## src/rtl/pong_pkg.sv

```systemverilog
// Shared constants and types for the pong pixel path: screen bounds,
// arbiter owner encodings and arbiter FSM states.
package pong_pkg;

  localparam int unsigned SCREEN_X_MAX = 159;
  localparam int unsigned SCREEN_Y_MAX = 119;

  localparam logic [1:0] OWNER_NONE   = 2'b00;
  localparam logic [1:0] OWNER_PADDLE = 2'b01;
  localparam logic [1:0] OWNER_BALL   = 2'b10;

  typedef enum logic [1:0] {
    ST_IDLE    = 2'd0,
    ST_GRANT_P = 2'd1,
    ST_GRANT_B = 2'd2,
    ST_GAP     = 2'd3
  } arb_state_t;

  function automatic logic in_frame(input int unsigned x, input int unsigned y);
    return (x <= SCREEN_X_MAX) && (y <= SCREEN_Y_MAX);
  endfunction

endpackage

```

## src/rtl/vga_pixel_reg.sv

```systemverilog
// Output register feeding vga_adapter: one-cycle pixel pipeline that
// suppresses the plot strobe for pixels outside the visible frame.
module vga_pixel_reg
  import pong_pkg::*;
#(
  parameter int X_W = 8,
  parameter int Y_W = 7,
  parameter int C_W = 3
) (
  input  logic           clock,
  input  logic           resetn,
  input  logic           accept,
  input  logic [X_W-1:0] pix_x,
  input  logic [Y_W-1:0] pix_y,
  input  logic [C_W-1:0] pix_colour,
  output logic [X_W-1:0] vga_x,
  output logic [Y_W-1:0] vga_y,
  output logic [C_W-1:0] vga_colour,
  output logic           vga_plot
);

  logic visible;

  assign visible = in_frame(32'(pix_x), 32'(pix_y));

  // Clipped pixels still leave the bus showing the last pixel actually drawn.
  always_ff @(posedge clock) begin
    if (!resetn) begin
      vga_x      <= '0;
      vga_y      <= '0;
      vga_colour <= '0;
      vga_plot   <= 1'b0;
    end else begin
      vga_plot <= accept && visible;
      if (accept && visible) begin
        vga_x      <= pix_x;
        vga_y      <= pix_y;
        vga_colour <= pix_colour;
      end
    end
  end

endmodule

```

## src/rtl/vga_plot_arbiter.sv

```systemverilog
// Round-robin, bursted arbiter sharing the vga_adapter pixel port between
// the paddle and ball drawers.
//
// state      | meaning
// -----------+-----------------------------------------------------------
// ST_IDLE    | no grant; picks a requester, rr pointer breaks ties
// ST_GRANT_P | paddle owns the port; req is acked combinationally
// ST_GRANT_B | ball owns the port; req is acked combinationally
// ST_GAP     | idle spacing between grants, counted down from GAP_CYCLES
module vga_plot_arbiter
  import pong_pkg::*;
#(
  parameter int X_W        = 8,
  parameter int Y_W        = 7,
  parameter int C_W        = 3,
  parameter int MAX_BURST  = 16,
  parameter int GAP_CYCLES = 1
) (
  input  logic           clock,
  input  logic           resetn,
  input  logic           p_req,
  input  logic [X_W-1:0] p_x,
  input  logic [Y_W-1:0] p_y,
  input  logic [C_W-1:0] p_colour,
  input  logic           p_last,
  output logic           p_ack,
  input  logic           b_req,
  input  logic [X_W-1:0] b_x,
  input  logic [Y_W-1:0] b_y,
  input  logic [C_W-1:0] b_colour,
  input  logic           b_last,
  output logic           b_ack,
  output logic [X_W-1:0] vga_x,
  output logic [Y_W-1:0] vga_y,
  output logic [C_W-1:0] vga_colour,
  output logic           vga_plot,
  output logic [1:0]     owner
);

  localparam logic [7:0] BURST_TC = 8'(MAX_BURST - 1);
  localparam logic [3:0] GAP_LOAD = (GAP_CYCLES > 0) ? 4'(GAP_CYCLES - 1) : 4'd0;

  arb_state_t state, state_nxt;
  logic       rr_ball, rr_ball_nxt;
  logic [7:0] burst_cnt, burst_nxt;
  logic [3:0] gap_cnt, gap_nxt;
  logic       grant_exit;
  logic       sel_ball;

  always_ff @(posedge clock) begin
    if (!resetn) begin
      state     <= ST_IDLE;
      rr_ball   <= 1'b0;
      burst_cnt <= '0;
      gap_cnt   <= '0;
    end else begin
      state     <= state_nxt;
      rr_ball   <= rr_ball_nxt;
      burst_cnt <= burst_nxt;
      gap_cnt   <= gap_nxt;
    end
  end

  always_comb begin
    state_nxt   = state;
    rr_ball_nxt = rr_ball;
    burst_nxt   = burst_cnt;
    gap_nxt     = gap_cnt;
    p_ack       = 1'b0;
    b_ack       = 1'b0;
    owner       = OWNER_NONE;
    sel_ball    = 1'b0;
    grant_exit  = 1'b0;

    case (state)
      ST_IDLE: begin
        if (p_req && b_req) state_nxt = rr_ball ? ST_GRANT_B : ST_GRANT_P;
        else if (p_req)     state_nxt = ST_GRANT_P;
        else if (b_req)     state_nxt = ST_GRANT_B;
      end
      ST_GRANT_P: begin
        owner = OWNER_PADDLE;
        p_ack = p_req;
        if (p_req) begin
          burst_nxt  = burst_cnt + 8'd1;
          grant_exit = p_last || (burst_cnt == BURST_TC);
        end else begin
          grant_exit = 1'b1;
        end
      end
      ST_GRANT_B: begin
        owner    = OWNER_BALL;
        sel_ball = 1'b1;
        b_ack    = b_req;
        if (b_req) begin
          burst_nxt  = burst_cnt + 8'd1;
          grant_exit = b_last || (burst_cnt == BURST_TC);
        end else begin
          grant_exit = 1'b1;
        end
      end
      ST_GAP: begin
        if (gap_cnt == 4'd0) state_nxt = ST_IDLE;
        else                 gap_nxt   = gap_cnt - 4'd1;
      end
      default: state_nxt = ST_IDLE;
    endcase

    // last and burst limit on the same pixel collapse into this single exit.
    if (grant_exit) begin
      rr_ball_nxt = (state == ST_GRANT_P);
      burst_nxt   = '0;
      gap_nxt     = GAP_LOAD;
      state_nxt   = (GAP_CYCLES == 0) ? ST_IDLE : ST_GAP;
    end
  end

  vga_pixel_reg #(
    .X_W(X_W),
    .Y_W(Y_W),
    .C_W(C_W)
  ) u_pixel_reg (
    .clock      (clock),
    .resetn     (resetn),
    .accept     (p_ack | b_ack),
    .pix_x      (sel_ball ? b_x : p_x),
    .pix_y      (sel_ball ? b_y : p_y),
    .pix_colour (sel_ball ? b_colour : p_colour),
    .vga_x      (vga_x),
    .vga_y      (vga_y),
    .vga_colour (vga_colour),
    .vga_plot   (vga_plot)
  );

endmodule

```

## config.mk

```make
export PLATFORM = sky130hd
export DESIGN_NAME = vga_plot_arbiter
export DESIGN_NICKNAME = d
export VERILOG_FILES = /design/src/rtl/pong_pkg.sv /design/src/rtl/vga_pixel_reg.sv /design/src/rtl/vga_plot_arbiter.sv
export SDC_FILE = /design/constraint.sdc
export NUM_CORES = 1
export LEC_CHECK = 0
export CAP_MARGIN = 20
export CELL_PAD_IN_SITES_DETAIL_PLACEMENT = 2
export CELL_PAD_IN_SITES_GLOBAL_PLACEMENT = 2
export CORE_MARGIN = 2
export CORE_UTILIZATION = 25
export CTS_CLUSTER_DIAMETER = 50
export DETAILED_ROUTE_END_ITERATION = 7
export GPL_ROUTABILITY_DRIVEN = 1
export HOLD_SLACK_MARGIN = 0.05
export PLACE_DENSITY_LB_ADDON = 0.08
export SLEW_MARGIN = 15
export SYNTH_ARGS = -nofsm -noshare
export SYNTH_HDL_FRONTEND = slang
export SYNTH_SLANG_ARGS = --single-unit
```

## constraint.sdc

```tcl
create_clock -name clock -period 4.52 [get_ports clock]
set_clock_uncertainty 0.05 [all_clocks]
set_input_delay 0.452 -clock clock [delete_from_list [all_inputs] [get_ports clock]]
set_output_delay 0.452 -clock clock [all_outputs]
set_load 0.03 [all_outputs]
```

; ---- Yosys cells after proc, flatten, opt, wreduce, memory -nomap -nowiden
; Cells that the tools add are included.
[totals]
out_inout_bits = 23
register_bits = 34
in_bits = 42
word_cells = 56
[classes]
add_sub_neg = 2
n_mux = 20
n_eq_ne = 8
order_cmp = 2
n_reduce_logical = 13
bitwise = 3
[op_table]
columns = cell, n
row1 = 8-bit two-way mux, 3
row2 = 8-bit case mux with 2 select lines, 1
row3 = 2-bit two-way mux, 6
row4 = "8-bit by 1-bit adder with 8-bit output, second input constant", 1
row5 = "8-bit by 4-bit == test with 1-bit output, second input constant", 1
row6 = "8-bit less-or-equal comparator, second input constant", 1
row7 = 2-bit case mux with 2 select lines, 2
row8 = "7-bit less-or-equal comparator, second input constant", 1
row9 = 7-bit two-way mux, 1
row10 = 3-bit AND reduction, 2
row11 = 1-bit two-way mux, 5
row12 = "5-bit inequality test, second input constant", 1
row13 = "2-bit == test, second input constant", 2
row14 = 4-bit logical NOT, 1
row15 = "2-bit inequality test, second input constant", 2
row16 = "4-bit by 1-bit subtractor with 4-bit output, second input constant", 1
row17 = 1-bit logical AND, 3
row18 = 3-bit two-way mux, 1
row19 = "3-bit inequality test, second input constant", 1
row20 = 3-bit nonzero test, 1
row21 = "2-bit by 1-bit == test with 1-bit output, second input constant", 1
row22 = 2-bit logical NOT, 1
row23 = 1-bit logical OR, 2
row24 = 1-bit inverter, 2
row25 = other kinds (5), 5

; ---- Longest topological paths before layout
[depth]
word_depth = 6
mapped_depth = 10
mapped_depth_nobuf = 6

; ---- By module
; A second synthesis with hierarchy kept.
[hier_totals]
hier_cells = 196
area_unflattened_um2 = 1829.3
[modules_own_cells]
columns = mod, n_inst, seq_area_each_um2, area_per_inst_um2, cells_each
row1 = vga_plot_arbiter, 1, 300.3, 1082.3, 120
row2 = vga_pixel_reg, 1, 380.4, 747.0, 76

; ---- Worst setup path before layout
; OpenSTA, ideal clock, no wires.
[synth_path]
kind = flip-flop to flip-flop
from = register state[0]
to = register u_pixel_reg.vga_colour[0]
path_stages_with_launch = 11
slack_ns = 2.123
n_path_buf = 4
setup_ns = 0.116
arrival_time_ns = 2.231
period_less_slack_ns = 2.397
cell_sequence = dfxtp_1 inv_1 ha_1 buf_6 and2_1 o221a_2 buf_2 and3_1 buf_2 buf_6 o211a_1
[synth_via]
word_cells_on_any_way = 13
[synth_rtl]
columns = item, line
row1 = start: declaration, vga_plot_arbiter.sv:43  ; arb_state_t state, state_nxt;
row2 = start signal: assignment, vga_plot_arbiter.sv:57  ; state <= state_nxt;
row3 = 2-bit == test, vga_plot_arbiter.sv:75  ; case (state)
row4 = 1-bit two-way mux, vga_plot_arbiter.sv:75
row5 = via b_ack, vga_plot_arbiter.sv:32  ; output logic b_ack,
row6 = 1-bit OR, vga_plot_arbiter.sv:125  ; .accept (p_ack | b_ack),
row7 = 1-bit logical AND, vga_pixel_reg.sv:35  ; if (accept && visible) begin
row8 = end signal: assignment, vga_pixel_reg.sv:38  ; vga_colour <= pix_colour;
row9 = end: declaration, vga_pixel_reg.sv:18  ; output logic [C_W-1:0] vga_colour,
; The timed path passes the listed nets, and every way through them passes these cells.
; A chain may end at the register's enable or synchronous reset.

; ---- Final worst setup path
[layout_path]
from = register state[0]
to = register u_pixel_reg.vga_colour[2]
[layout_via]
elab_chain_cells = 6
word_cells_on_any_way = 13
[layout_rtl]
columns = item, line
row1 = 2-bit == test, vga_plot_arbiter.sv:75
row2 = 1-bit two-way mux, vga_plot_arbiter.sv:75
row3 = 8-bit two-way mux or 7-bit two-way mux (tied branches), "vga_plot_arbiter.sv:126, vga_plot_arbiter.sv:127"
row4 = 8-bit less-or-equal comparator or 7-bit less-or-equal comparator (tied branches), pong_pkg.sv:20  ; return (x <= SCREEN_X_MAX) && (y <= SCREEN_Y_MAX);
row5 = 1-bit logical AND, pong_pkg.sv:20
row6 = 1-bit logical AND, vga_pixel_reg.sv:35
; Several ways; a longest one is shown, not always the timed one.

==> impl_metrics.tcl <==
set metrics [dict create \
    timing.critical_path.buf_inv 2 \
    number_of_enable_type_register_cells_in_the_synthesized_netlist 0 \
    cts_setup_buffers 0 \
    capturing_instance_or_port_of_the_critical_path "u_pixel_reg.vga_colour[2]$_SDFFE_PN0P_" \
    net_count_after_synthesis 237 \
    slew-limit-headroom_pct 52.3 \
    grt_setup_unrepaired "no" \
    cts_inserted_buffers 5 \
    cts.path.max_buffers 2 \
    wire_length_of_the_first_global_routing_pass_um 8800 \
    die_width_um 88.9 \
    synth.cell_area_um2 1800 \
    route.vias.total 1684 \
    setup.worst_path.start_class "flip-flop" \
    hold_path.class "flip-flop to flip-flop" \
    antenna_left 0 \
    synth_top_area_share_pct 37.8 \
    cell_types_occupying_the_most_area_after_synthesis "sky130_fd_sc_hd__dfxtp_1 38%, sky130_fd_sc_hd__mux2i_1 12%, sky130_fd_sc_hd__o211a_1 7.8%, sky130_fd_sc_hd__nand4_1 5.2%, sky130_fd_sc_hd__ha_1 4.2%" \
    pwr_density_cell_nw_per_um2 536 \
    routed_wirelength_um 5620 \
    n_antenna_cell 0 \
    floorplan.io_pins 65 \
    fin_setup_tns_ns 0 \
    final.period_utilization_pct 62.5 \
    yosysMostFrequentCell "sky130_fd_sc_hd__dfxtp_1" \
    core.rowCount 30 \
    r2r.worst_path.cells 7 \
    initial_util_pct 26.2 \
    worst-path-max-fanout 22 \
    synth.ff_latch_count 34 \
    hold_viol_final 0 \
    yosysSeqAreaShare_pct 37.8 \
    worst_ir_drop_vdd_mv 0.243 \
    first_global_vias 1766 \
    synth_common_cells "34 x sky130_fd_sc_hd__dfxtp_1, 22 x sky130_fd_sc_hd__mux2i_1, 15 x sky130_fd_sc_hd__nand4_1" \
    timing.final.crit_period_ns 2.82 \
    post_drt_via_cell_ratio 4.85 \
    grt_remaining_overflow 0 \
    cts.clk_slew.worst_paths_ns 0.07 \
    synth.lib_cells_used.distinct 38 \
    synthesis.yosys.warnings 0 \
    number_of_pins_exceeding_their_max_slew_limit_in_the_final_report 0 \
    whs_ns 0.415 \
    hpwlAfterDp_um 4350 \
    post-synth-top-area-cell "sky130_fd_sc_hd__dfxtp_1" \
    cap_viol_max_count 0 \
    overall_routing_resource_usage_pct 14.6 \
    critPathArrivalTime_ns 2.95 \
    worstPathCellList "inv_1, ha_1, buf_4, and2_1, nand4_2, and3_1, o211a_1" \
    clock-root-buffer "sky130_fd_sc_hd__clkbuf_8" \
    critical_path.startpoint "state[0]$_SDFFE_PN0P_" \
    crit-reg2reg-launch "state[0]$_SDFFE_PN0P_" \
    syn2layout_area_growth_pct 44.5 \
    clock_sink_count 34 \
    ctsHtreeMaxLevel 2 \
    avgSynthCellArea_um2 9.54 \
    port_buffer_count 64 \
    reg2reg_setup_slack_ns 1.70 \
    hold_buffers 0 \
    tritoncts "yes" \
    post_synth_inst_count 189 \
    critPathSlowestCell "sky130_fd_sc_hd__and3_1" \
    max_freq_ghz 0.354 \
    critical_path.reg2reg.endpoint "u_pixel_reg.vga_colour[2]$_SDFFE_PN0P_" \
    critical_path.endpoint_type "flip-flop" \
    floorplan.core_area_um2 6870 \
    antenna_found_initial 0 \
    setup-violations-final 0 \
    async_reset_ff_share_pct 0 \
    tightestPinTransition_ns 0.716 \
    cp_slowest_stage_delay_ns 0.60 \
    fraction_of_final_layout_cells_with_drive_strength_greater_than_1_pct 5.58 \
    detail_route.drc_violations 0 \
    drt-wirelength-per-cell_um 16.2 \
    die-height_um 88.9 \
    critPathRequiredTime_ns 4.64 \
    worstSkewPairLatency_ns 0.28 \
    drt_first_pass_iters 4 \
    path_class "flip-flop to flip-flop" \
    final_net_count 298 \
    initialDrtViolationCount 56 \
    path_depth 7 \
    die_area_um2 7910 \
    synth_ff_type "sky130_fd_sc_hd__dfxtp_1" \
    critPathTopFamily "simple AND/OR/NAND/NOR gates" \
    finalWeightedCongestion 0.714 \
    run_status "finished, final reports clean" \
    power.static_leakage_nw 1.07 \
    grt_max_degree 23 \
    post_cts_resize_count 0 \
]
-- metal layers --
layer | global-route usage [%] | wire length [um] | share of wire, %
met1 | 18.4 | 2550 | 45
met2 | 24.6 | 2730 | 49
met3 | 3.23 | 291 | 5.2
met4 | 4.96 | 51 | 0.91
met5 | 0 | 0 | 0
-- metrics by stage --
stage                     std cells  total power (W)  utilization (%)  setup WS (ns)  cell area, um2
final                           347          0.00140             37.9           1.70            2610
after global routing            347          0.00149             37.9           1.45            2610
after CTS                       347          0.00142             37.9           1.67            2610
after detailed placement        339          0.00118             36.6           1.69            2510
after global placement          339          0.00117             36.6           1.75            2510
after floorplan                 189         0.000930                -           2.12            1800
-- registers in the layout, summed over array words and instances, names as in the netlist --
register and cells:
burst_cnt 8, u_pixel_reg.vga_x 8, u_pixel_reg.vga_y 7, gap_cnt 4, u_pixel_reg.vga_colour 3, state 2
rr_ball 1, u_pixel_reg.vga_plot 1
-- power by group --
part | internal [W] | total, W | switching (W) | leakage [nW]
registers | 0.000369 | 0.000413 | 0.0000444 | 0.276
clock network | 0.000123 | 0.000236 | 0.000113 | 0.0482
logic | 0.000322 | 0.000746 | 0.000423 | 0.749
-- worst min path at each step --
stage,from,to,slack [ns],cells past startpoint
6_report,rr_ball$_SDFFE_PN0P_,rr_ball$_SDFFE_PN0P_,0.42,2
5_1_grt,rr_ball$_SDFFE_PN0P_,rr_ball$_SDFFE_PN0P_,0.44,2
3_3_place_gp,rr_ball$_SDFFE_PN0P_,rr_ball$_SDFFE_PN0P_,0.41,2
4_1_cts,rr_ball$_SDFFE_PN0P_,rr_ball$_SDFFE_PN0P_,0.42,2
2_1_floorplan,rr_ball$_SDFFE_PN0P_,rr_ball$_SDFFE_PN0P_,0.39,2
3_5_place_dp,rr_ball$_SDFFE_PN0P_,rr_ball$_SDFFE_PN0P_,0.41,2
-- area by class of cell --
type                    instances  area (um2)
inverters                       5        18.8
multi-input cells             137        1030
clock inverters                 1        5.00
clock buffers                   7        86.3
flip-flops and latches         34         681
well taps                      96         120
fillers                       756        4260
repair buffers                 67         663
-- cell families after synthesis --
group / after synthesis / synth area share (%)
buffers and inverters: 18 / 5.07
AOI/OAI and AO/OA: 37 / 16.4
muxes: 22 / 12.2
DFF: 34 / 37.8
xor gates and xnor gates: 7 / 3.40
and+or+nand+nor: 65 / 21.0
adders and majority gates: 6 / 4.16
-- tightest hold or removal path, cell delays in order (launching register included) --
cell                      delay [ns]
sky130_fd_sc_hd__dfxtp_1        0.31
sky130_fd_sc_hd__nand2_1        0.05
sky130_fd_sc_hd__mux2i_1        0.06
-- layout by cell type (no fill, tap or decap), types with 3 or more instances in the layout --
cell type,n
sky130_fd_sc_hd__inv_1,5
sky130_fd_sc_hd__a21oi_1,7
sky130_fd_sc_hd__clkbuf_8,6
sky130_fd_sc_hd__a211oi_1,5
sky130_fd_sc_hd__nand4_1,15
sky130_fd_sc_hd__nand3_1,4
sky130_fd_sc_hd__clkdlybuf4s50_1,64
sky130_fd_sc_hd__o31ai_1,3
sky130_fd_sc_hd__nand2b_1,4
sky130_fd_sc_hd__buf_4,3
sky130_fd_sc_hd__o211a_1,14
sky130_fd_sc_hd__xor2_1,3
sky130_fd_sc_hd__nor2_1,12
sky130_fd_sc_hd__and2_1,5
sky130_fd_sc_hd__a31oi_1,3
sky130_fd_sc_hd__nand2_1,7
sky130_fd_sc_hd__nor4_1,3
sky130_fd_sc_hd__xnor2_1,4
sky130_fd_sc_hd__dfxtp_1,34
sky130_fd_sc_hd__mux2i_1,22
sky130_fd_sc_hd__ha_1,6
sky130_fd_sc_hd__or4_1,3
(Power assumes the default switching activity.)
